File: src/rtl/rom_arbiter.sv
// Two-requester arbiter (sound, DMA) in front of a single romController read port.
// Each requester gets a pending flag, an address latch, a data register and a ready pulse.
module rom_arbiter #(
  parameter int unsigned WIDTH       = 8,
  parameter int unsigned TIMEOUT     = 255,
  parameter int unsigned ROUND_ROBIN = 0
) (
  input  logic             clk,
  input  logic             rst,
  input  logic [23:0]      s_addr,
  input  logic             s_load,
  output logic [WIDTH-1:0] s_data,
  output logic             s_ready,
  input  logic [23:0]      d_addr,
  input  logic             d_load,
  output logic [WIDTH-1:0] d_data,
  output logic             d_ready,
  output logic [23:0]      rom_addr,
  output logic             rom_load,
  input  logic [WIDTH-1:0] rom_data,
  input  logic             rom_ready,
  output logic             busy,
  output logic             grant,
  output logic             timeout_err
);

  typedef enum logic [1:0] {StIdle, StIssue, StWait, StDone} state_e;

  localparam logic [15:0] TimeoutM1 = 16'(TIMEOUT - 1);

  state_e           state_q, state_d;
  logic             s_pend_q, s_pend_d, d_pend_q, d_pend_d;
  logic [23:0]      s_lat_q, s_lat_d, d_lat_q, d_lat_d;
  logic [23:0]      rom_addr_q, rom_addr_d;
  logic [WIDTH-1:0] s_data_q, s_data_d, d_data_q, d_data_d;
  logic             grant_q, grant_d, rr_q, rr_d, to_q, to_d;
  logic [15:0]      cnt_q, cnt_d;
  logic             s_busy, d_busy, s_done, d_done, win;

  assign s_busy = (state_q != StIdle) && !grant_q;
  assign d_busy = (state_q != StIdle) && grant_q;
  assign s_done = (state_q == StDone) && !grant_q;
  assign d_done = (state_q == StDone) && grant_q;

  // rr_q names the requester that wins the next contention; it starts at sound.
  assign win = (s_pend_q && d_pend_q) ? ((ROUND_ROBIN != 0) ? rr_q : 1'b0) : d_pend_q;

  always_comb begin
    state_d    = state_q;
    s_pend_d   = s_pend_q;
    d_pend_d   = d_pend_q;
    s_lat_d    = s_lat_q;
    d_lat_d    = d_lat_q;
    rom_addr_d = rom_addr_q;
    s_data_d   = s_data_q;
    d_data_d   = d_data_q;
    grant_d    = grant_q;
    rr_d       = rr_q;
    to_d       = to_q;
    cnt_d      = cnt_q;

    // A load in the requester's own ready cycle is the only way to re-arm while in flight.
    if (s_load && !s_pend_q && (!s_busy || s_done)) begin
      s_pend_d = 1'b1;
      s_lat_d  = s_addr;
    end
    if (d_load && !d_pend_q && (!d_busy || d_done)) begin
      d_pend_d = 1'b1;
      d_lat_d  = d_addr;
    end

    unique case (state_q)
      StIdle: begin
        if (s_pend_q || d_pend_q) begin
          state_d    = StIssue;
          grant_d    = win;
          rr_d       = ~win;
          rom_addr_d = win ? d_lat_q : s_lat_q;
          if (win) d_pend_d = 1'b0;
          else     s_pend_d = 1'b0;
        end
      end
      StIssue, StWait: begin
        if (state_q == StIssue) begin
          to_d    = 1'b0;
          cnt_d   = 16'd0;
          state_d = StWait;
        end else begin
          cnt_d = cnt_q + 16'd1;
        end
        if (rom_ready) begin
          state_d = StDone;
          if (grant_q) d_data_d = rom_data;
          else         s_data_d = rom_data;
        end else if (state_q == StWait && cnt_q == TimeoutM1) begin
          state_d = StDone;
          to_d    = 1'b1;
          if (grant_q) d_data_d = '0;
          else         s_data_d = '0;
        end
      end
      StDone: begin
        state_d = StIdle;
      end
      default: state_d = StIdle;
    endcase
  end

  always_ff @(posedge clk or posedge rst) begin
    if (rst) begin
      state_q    <= StIdle;
      s_pend_q   <= 1'b0;
      d_pend_q   <= 1'b0;
      s_lat_q    <= '0;
      d_lat_q    <= '0;
      rom_addr_q <= '0;
      s_data_q   <= '0;
      d_data_q   <= '0;
      grant_q    <= 1'b0;
      rr_q       <= 1'b0;
      to_q       <= 1'b0;
      cnt_q      <= '0;
    end else begin
      state_q    <= state_d;
      s_pend_q   <= s_pend_d;
      d_pend_q   <= d_pend_d;
      s_lat_q    <= s_lat_d;
      d_lat_q    <= d_lat_d;
      rom_addr_q <= rom_addr_d;
      s_data_q   <= s_data_d;
      d_data_q   <= d_data_d;
      grant_q    <= grant_d;
      rr_q       <= rr_d;
      to_q       <= to_d;
      cnt_q      <= cnt_d;
    end
  end

  assign s_data      = s_data_q;
  assign d_data      = d_data_q;
  assign s_ready     = s_done;
  assign d_ready     = d_done;
  assign rom_addr    = rom_addr_q;
  assign rom_load    = (state_q == StIssue);
  assign busy        = (state_q != StIdle);
  assign grant       = grant_q;
  assign timeout_err = (state_q == StDone) && to_q;

endmodule

File: config.mk
export PLATFORM = sky130hd
export DESIGN_NAME = rom_arbiter
export DESIGN_NICKNAME = d
export VERILOG_FILES = /design/src/rtl/rom_arbiter.sv
export SDC_FILE = /design/constraint.sdc
export NUM_CORES = 1
export LEC_CHECK = 0
export CAP_MARGIN = 20
export CORE_AREA = 4 4 108 110
export CTS_CLUSTER_DIAMETER = 50
export DETAILED_ROUTE_END_ITERATION = 10
export DIE_AREA = 0 0 112 114
export PLACE_DENSITY_LB_ADDON = 0.15
export SETUP_SLACK_MARGIN = 0.2
export SLEW_MARGIN = 10
export SYNTH_ARGS = -nofsm -noshare
export SYNTH_HDL_FRONTEND = slang
export SYNTH_SLANG_ARGS = --single-unit
File: constraint.sdc
create_clock -name clk -period 3.5 [get_ports clk]
set_input_delay 0.7 -clock clk [delete_from_list [all_inputs] [get_ports clk]]
set_output_delay 0.7 -clock clk [all_outputs]
set_load 0.1 [all_outputs]
==> results of run 1 <==
[layout by cell type (no fill, tap or decap), drive strengths merged, types with 7 or more instances in the layout]
master           n
nor2            13
mux2            48
mux2i           26
buf             13
a22o            16
clkbuf          11
dfrtp          110
inv              8
a21oi            7
nand2           33
o21ai           29
clkdlybuf4s50   98
[worst min-delay path, delay by kind of cell (launching register included)]
family	cells	cell delay (ns)
AOI/OAI and AO/OA	1	0.06
DFF	1	0.36
and+or+nand+nor	1	0.04
[logic make-up after synthesis]
group           share of synthesized area (%)
simple gates                             9.61
compound gates                           9.69
fa+ha+maj                                1.60
mux                                      17.0
buf+inv                                  2.34
xor+xnor                                 1.12
flops                                    58.6
[per-stage QoR]
stage | cells | instance area, um2 | setup slack [ns] | hold slack, ns | utilization, %
finish | 625 | 6120 | 0.895 | 0.490 | 57.3
CTS | 624 | 6100 | 0.868 | 0.492 | 57.0
global placement | 608 | 5920 | 0.977 | 0.462 | 55.4
detailed placement | 608 | 5920 | 0.953 | 0.468 | 55.4
floorplan | 374 | 4700 | 0.414 | 0.441 | -
global route | 625 | 6120 | 0.822 | 0.518 | 57.3
[registers in the layout (all words and copies together), names as in the netlist]
name      cells
s_pend_q      1
d_lat_q      24
grant         1
d_data        8
cnt_q        16
state_q       2
s_lat_q      24
rom_addr     24
s_data        8
to_q          1
d_pend_q      1
[how the worst max path moves through the flow]
stage	from	end	cells after the start
3_3_place_gp	s_load	s_lat_q[7]	4
3_5_place_dp	s_load	s_lat_q[8]	4
5_1_grt	rom_addr[21]	rom_addr[21]	1
6_report	rom_addr[21]	rom_addr[21]	1
4_1_cts	rom_addr[14]	rom_addr[14]	1
2_1_floorplan	grant	s_ready	2
[layer usage]
layer | vias to the layer above | wire length [um] | track usage (%)
met5 | - | 0 | 0
met4 | 0 | 77 | 4.01
met3 | 7 | 678 | 5.31
met2 | 80 | 4950 | 26.5
met1 | 1622 | 4430 | 21.0
li1 | 1561 | - | -
[cell type report]
type	instances	area share, %
multi-input cells	241	30.5
well taps	140	2.86
flip-flops and latches	110	44.9
clock inverters	5	0.715
inverters	7	0.490
repair buffers	111	18.3
clock buffers	11	2.15
==> flow_summary.toml, run 1 <==
[outcome]
status = "completed"

[clocking]
cts_setup_buffers = 0
clk_latency_ns = 0.36
cts_hold_buffers = 0
cts_max_level = 3
root_buffer = "clkbuf_8"
clk_path_buf_depth = 2
clk_pin_slew_ns = 0.10
numClockSinks = 110
ctsResizeCount = 0
numCtsBuffers = 9
cts_tree = "yes"

[critical_path]
cp.arrival_ns = 1.91
r2r_slack_ns = 1.17
cp-end-kind = "output pin"
cp-start-kind = "flip-flop"
cp_cell_sequence = "clkdlybuf4s50_1"
reg2regPathDepth = 6
cp_slowest_stage_delay_ns = 1.15
timing.critical_path.slowest_stage_cell = "clkdlybuf4s50_1"
cp.required_ns = 2.80
cp_num_buf_inv = 1
path_class = "flip-flop to output pin"
worst_r2r_endpoint = "s_lat_q[8]"
cp_top_family = "buffers and inverters"
cp_max_fo = 2
reg2reg_from = "state_q[0]"

[cells_and_area]
ff_latch_area_um2 = 2750
drive_above_1_share_pct = 17.5
nFillCells = 932
multi_input_area_um2 = 1870
area_growth_pct = 30.4
finalNetCount = 547
n_antenna_cell = 0

[detailed_routing]
drtPass1Iterations = 4
route.detailed.drc = 0
viasPerCell = 5.23
wire_per_inst_um = 16.2
vias = 3270
antenna_left = 0
drt-total-wl_um = 10100
drtIter0Drc = 88

[synth]
ys_top_cells_by_area = "dfrtp_1, mux2_2, mux2i_1, o21ai_0, a22o_1"
ys_seq_area_share_pct = 58.6
synthMostInstantiatedCell = "dfrtp_1"
synthArstFlopShare_pct = 100
ys.flop_type = "dfrtp_1"
synthTopCellsByCount = "dfrtp_1, mux2_2, nand2_1"
avgSynthCellArea_um2 = 12.6
ys_types = 40
synth_area_um2 = 4700
synth_top_area_share_pct = 58.6
ys.warnings.count = 0
synthCells = 374
ys_seq_elements = 110
synth_nets = 441
synth_edf_count = 0
synth_area_leader_cell = "dfrtp_1"

[sta]
fin_skew_ns = 0.0110
tns_ns = 0
min_period_over_period_pct = 74.4
min_period_ns = 2.61
max_slew_margin_pct = 34.2
timing.final.hold_violations = 0
tightest_slew_ns = 0.984
fmax_ghz = 0.384
slew_viol_final = 0
rsz0062_at_grt = "no"
setup_viol = 0

[min_path]
hold_depth = 2
min_to = "rom_addr[11]"
hp-class = "flip-flop to flip-flop"
min_from = "rom_addr[11]"

[floorplan]
die_area_um2 = 12800
initial_core_util_pct = 43.9
die_y_um = 114
die_w_um = 112
fp-row-count = 38
core-area_um2 = 10700
ios = 107

[place]
gp_congestion = 0.792
hpwl_um = 7240
io_buffer_count = 106

[grt]
grt.overflow.total = 0
grt_usage_pct = 16.2
grt_pass1_vias = 3288
grt_first_pass_wirelength_um = 16700
antenna_found_initial = 0
grt_start_max_net_pins = 49

[job]
drv_cap = 0
Power of run 1 is not shown: default switching activity piles up to over one toggle a cycle in this logic, so the estimate is an artifact.
==> run 2: changes to the inputs <==
CORE_AREA = 4 4 102 104   (was 4 4 108 110)
DIE_AREA = 0 0 106 108   (was 0 0 112 114)
clock period = 2.6 ns   (was 3.5 ns; I/O delays follow)
==> flow_summary.toml, run 2 (same netlist as run 1, synthesis figures left out) <==
[clocking]
numClockSinks = 110
cts_max_level = 3
cts_setup_buffers = 0
numCtsBuffers = 9
clk_latency_ns = 0.36
cts_hold_buffers = 0
clk_path_buf_depth = 2
cts_tree = "yes"
root_buffer = "clkbuf_8"
clk_pin_slew_ns = 0.11
ctsResizeCount = 0

[grt]
grt_first_pass_wirelength_um = 17200
grt_start_max_net_pins = 43
antenna_found_initial = 0
grt.overflow.total = 0
grt_usage_pct = 18.9
grt_pass1_vias = 3392

[floorplan]
die_y_um = 108
initial_core_util_pct = 49.2
die_w_um = 106
die_area_um2 = 11400
fp-row-count = 36
ios = 107
core-area_um2 = 9550

[detailed_routing]
drt-total-wl_um = 10300
drtPass1Iterations = 4
vias = 3260
antenna_left = 0
drtIter0Drc = 94
route.detailed.drc = 0
wire_per_inst_um = 16.5
viasPerCell = 5.23

[sta]
setup_viol = 0
timing.final.hold_violations = 0
tns_ns = 0
whs_ns = 0.492
rsz0062_at_grt = "no"
max_slew_margin_pct = 69.8
min_period_over_period_pct = 80.2
fin_skew_ns = 0.0170
min_period_ns = 2.09
tightest_slew_ns = 0.454
slew_viol_final = 0
fmax_ghz = 0.479

[critical_path]
cp-end-kind = "output pin"
path_class = "flip-flop to output pin"
cp.arrival_ns = 1.57
cp_max_fo = 7
cp.required_ns = 2.08
cp-start-kind = "flip-flop"
r2r_slack_ns = 0.58

[cells_and_area]
finalNonFillerCells = 623
drive_above_1_share_pct = 26.9
finalNetCount = 552
n_antenna_cell = 0
layout_common_cells = "dfrtp_1, clkdlybuf4s50_1, buf_4"
area_growth_pct = 28.8
final_common_cell = "dfrtp_1"

[job]
drv_cap = 0

[min_path]
hp-class = "flip-flop to flip-flop"

[outcome]
status = "completed"

[place]
hpwl_um = 7350
gp_congestion = 0.822
io_buffer_count = 106
placed_cells = 607
==> run 2: metal layers <==
layer / part of all wire (%) / global-route usage (%) / up-vias
met5: 0 / 0 / -
met4: 0.76 / 5.09 / 0
met1: 43 / 24.9 / 1608
met3: 6.0 / 5.19 / 7
met2: 50 / 31.2 / 85
li1: - / - / 1560
==> run 2: per-stage QoR <==
| stage | area (um2) | setup slack (ns) | utilization (%) |
|---|---|---|---|
| after CTS | 6050 | 0.478 | 63.4 |
| after global placement | 5860 | 0.533 | 61.4 |
| after detailed placement | 5860 | 0.522 | 61.4 |
| final | 6050 | 0.514 | 63.4 |
| after floorplan | 4710 | 0.226 | - |
| after global routing | 6050 | 0.406 | 63.4 |
==> run 2: path summary, 6_finish.rpt <==
path / endpoint / cells after the start / startpoint
max: busy / 4 / state_q[0]
min in group asynchronous: cnt_q[1] / 3 / rst
min reg2reg: to_q / 2 / to_q
min: to_q / 2 / to_q
max reg2reg: s_lat_q[16] / 6 / state_q[0]
max in group asynchronous: rom_addr[5] / 3 / rst
==> run 2: critical path, cell delays in order (launching register included) <==
cell	delay (ns)
dfrtp_1	0.42
inv_1	0.11
ha_1	0.34
inv_1	0.10
buf_4	0.24
==> run 2: layout make-up <==
| class | count | area, um2 |
|---|---|---|
| Multi-Input combinational cell | 241 | 1860 |
| Tap cell | 133 | 166 |
| Clock buffer | 10 | 138 |
| Clock inverter | 6 | 55.1 |
| Fill cell | 782 | 3500 |
| Sequential cell | 110 | 2750 |
| Timing Repair Buffer | 116 | 1050 |
| Inverter | 7 | 30.0 |
Power of run 2 is left out for the same reason.
==> run 3: changes to the inputs <==
CORE_AREA = 4 4 108 110   (was 4 4 102 104)
DIE_AREA = 0 0 112 114   (was 0 0 106 108)
clock period = 1.89 ns   (was 2.6 ns; I/O delays follow)
==> flow_summary.toml, run 3 (same netlist as run 1, synthesis figures left out) <==
[cells_and_area]
layout_common_cells = "dfrtp_1, buf_4, clkdlybuf4s50_1"
area_growth_pct = 43.8
final_common_cell = "dfrtp_1"
drive_above_1_share_pct = 35.8
finalNetCount = 585
n_antenna_cell = 0

[sta]
slew_viol_final = 0
fin_skew_ns = 0.0119
tightest_slew_ns = 0.704
timing.final.hold_violations = 0
fmax_ghz = 0.558
whs_ns = 0.259
setup_viol = 0
max_slew_margin_pct = 52.9
min_period_ns = 1.79
rsz0062_at_grt = "yes"
tns_ns = 0
min_period_over_period_pct = 94.8
setup_slack_ns = 0.0983

[critical_path]
timing.critical_path.slowest_stage_cell = "dfrtp_2"
cp_slowest_stage_delay_ns = 0.47
cp-end-kind = "flip-flop"
cp.arrival_ns = 2.05
cp_max_fo = 8
cp_cell_sequence = "inv_4 > ha_2 > nor4bb_4 > a41o_1 > nand3b_1 > buf_6 > a22o_1"
path_class = "flip-flop to flip-flop"
cp.required_ns = 2.15
cp-start-kind = "flip-flop"

[floorplan]
initial_core_util_pct = 43.9
ios = 107
fp-row-count = 38
die_y_um = 114
die_w_um = 112
core-area_um2 = 10700
die_area_um2 = 12800

[grt]
antenna_found_initial = 0
grt_start_max_net_pins = 47
grt.overflow.total = 0
grt_pass1_vias = 3661
grt_usage_pct = 18.5
grt_first_pass_wirelength_um = 18900

[detailed_routing]
drtPass1Iterations = 4
route.detailed.drc = 0
drtIter0Drc = 223
antenna_left = 0
viasPerCell = 5.28
wire_per_inst_um = 17.6
drt-total-wl_um = 11700
vias = 3500

[clocking]
cts_max_level = 3
clk_path_buf_depth = 2
numClockSinks = 110
clk_latency_ns = 0.38
clk_pin_slew_ns = 0.09
numCtsBuffers = 9
cts_tree = "yes"
cts_hold_buffers = 0
root_buffer = "clkbuf_8"

[place]
gp_congestion = 0.769
io_buffer_count = 106
hpwl_um = 7310
pre_cts_slack_ns = -0.0329

[job]
drv_cap = 0

[min_path]
hp-class = "primary input to async pin"

[outcome]
status = "completed"
## run 3: metrics by stage
stage | std cells | instance area (um2) | utilization [%]
2_1_floorplan | 374 | 4870 | -
3_3_place_gp | 618 | 6250 | 58.4
3_5_place_dp | 618 | 6250 | 58.4
4_1_cts | 651 | 6610 | 61.8
5_1_grt | 663 | 6760 | 63.2
6_report | 663 | 6760 | 63.2
## run 3: metal layers
metal / wire length, um / up-vias / track usage (%) / share of wire [%]
li1: - / 1632 / - / -
met2: 5620 / 92 / 29.7 / 48
met4: 90 / 0 / 3.85 / 0.77
met3: 642 / 6 / 6.05 / 5.5
met1: 5320 / 1770 / 25.0 / 46
met5: 0 / - / 0 / 0
## run 3: critical path: cells and delay by family, from the launching register on
family          cells  cell delay, ns
compound gates      2            0.45
fa+ha+maj           1            0.18
buf+inv             2            0.25
flops               1            0.47
simple gates        2            0.33
## run 3: worst paths after layout
kind                             start     endpoint  slack, ns  cells after the start
min reg2reg                rom_addr[3]  rom_addr[3]       0.49                      2
max reg2reg                 state_q[0]    s_data[1]        0.1                      7
max in group asynchronous          rst  d_lat_q[11]       1.16                      3
min in group clk           rom_addr[3]  rom_addr[3]       0.49                      2
min                                rst  s_lat_q[21]       0.26                      2
max                         state_q[0]    s_data[1]        0.1                      7
## run 3: final cells by class
class / count / area (um2)
fill: 847 / 3940
sequential: 110 / 2760
multi-input combinational: 242 / 2100
timing repair buffer: 148 / 1520
tap: 140 / 175
clock buffer: 11 / 131
inverter: 7 / 35.0
clock inverter: 5 / 33.8
## run 3: timing repair
item,CTS,global route
pin swaps,8,6
resized for setup,16,13
cloned,1,2
buffers inserted,16,10
endpoints found under the setup margin,94,95
Power of run 3 is left out for the same reason.
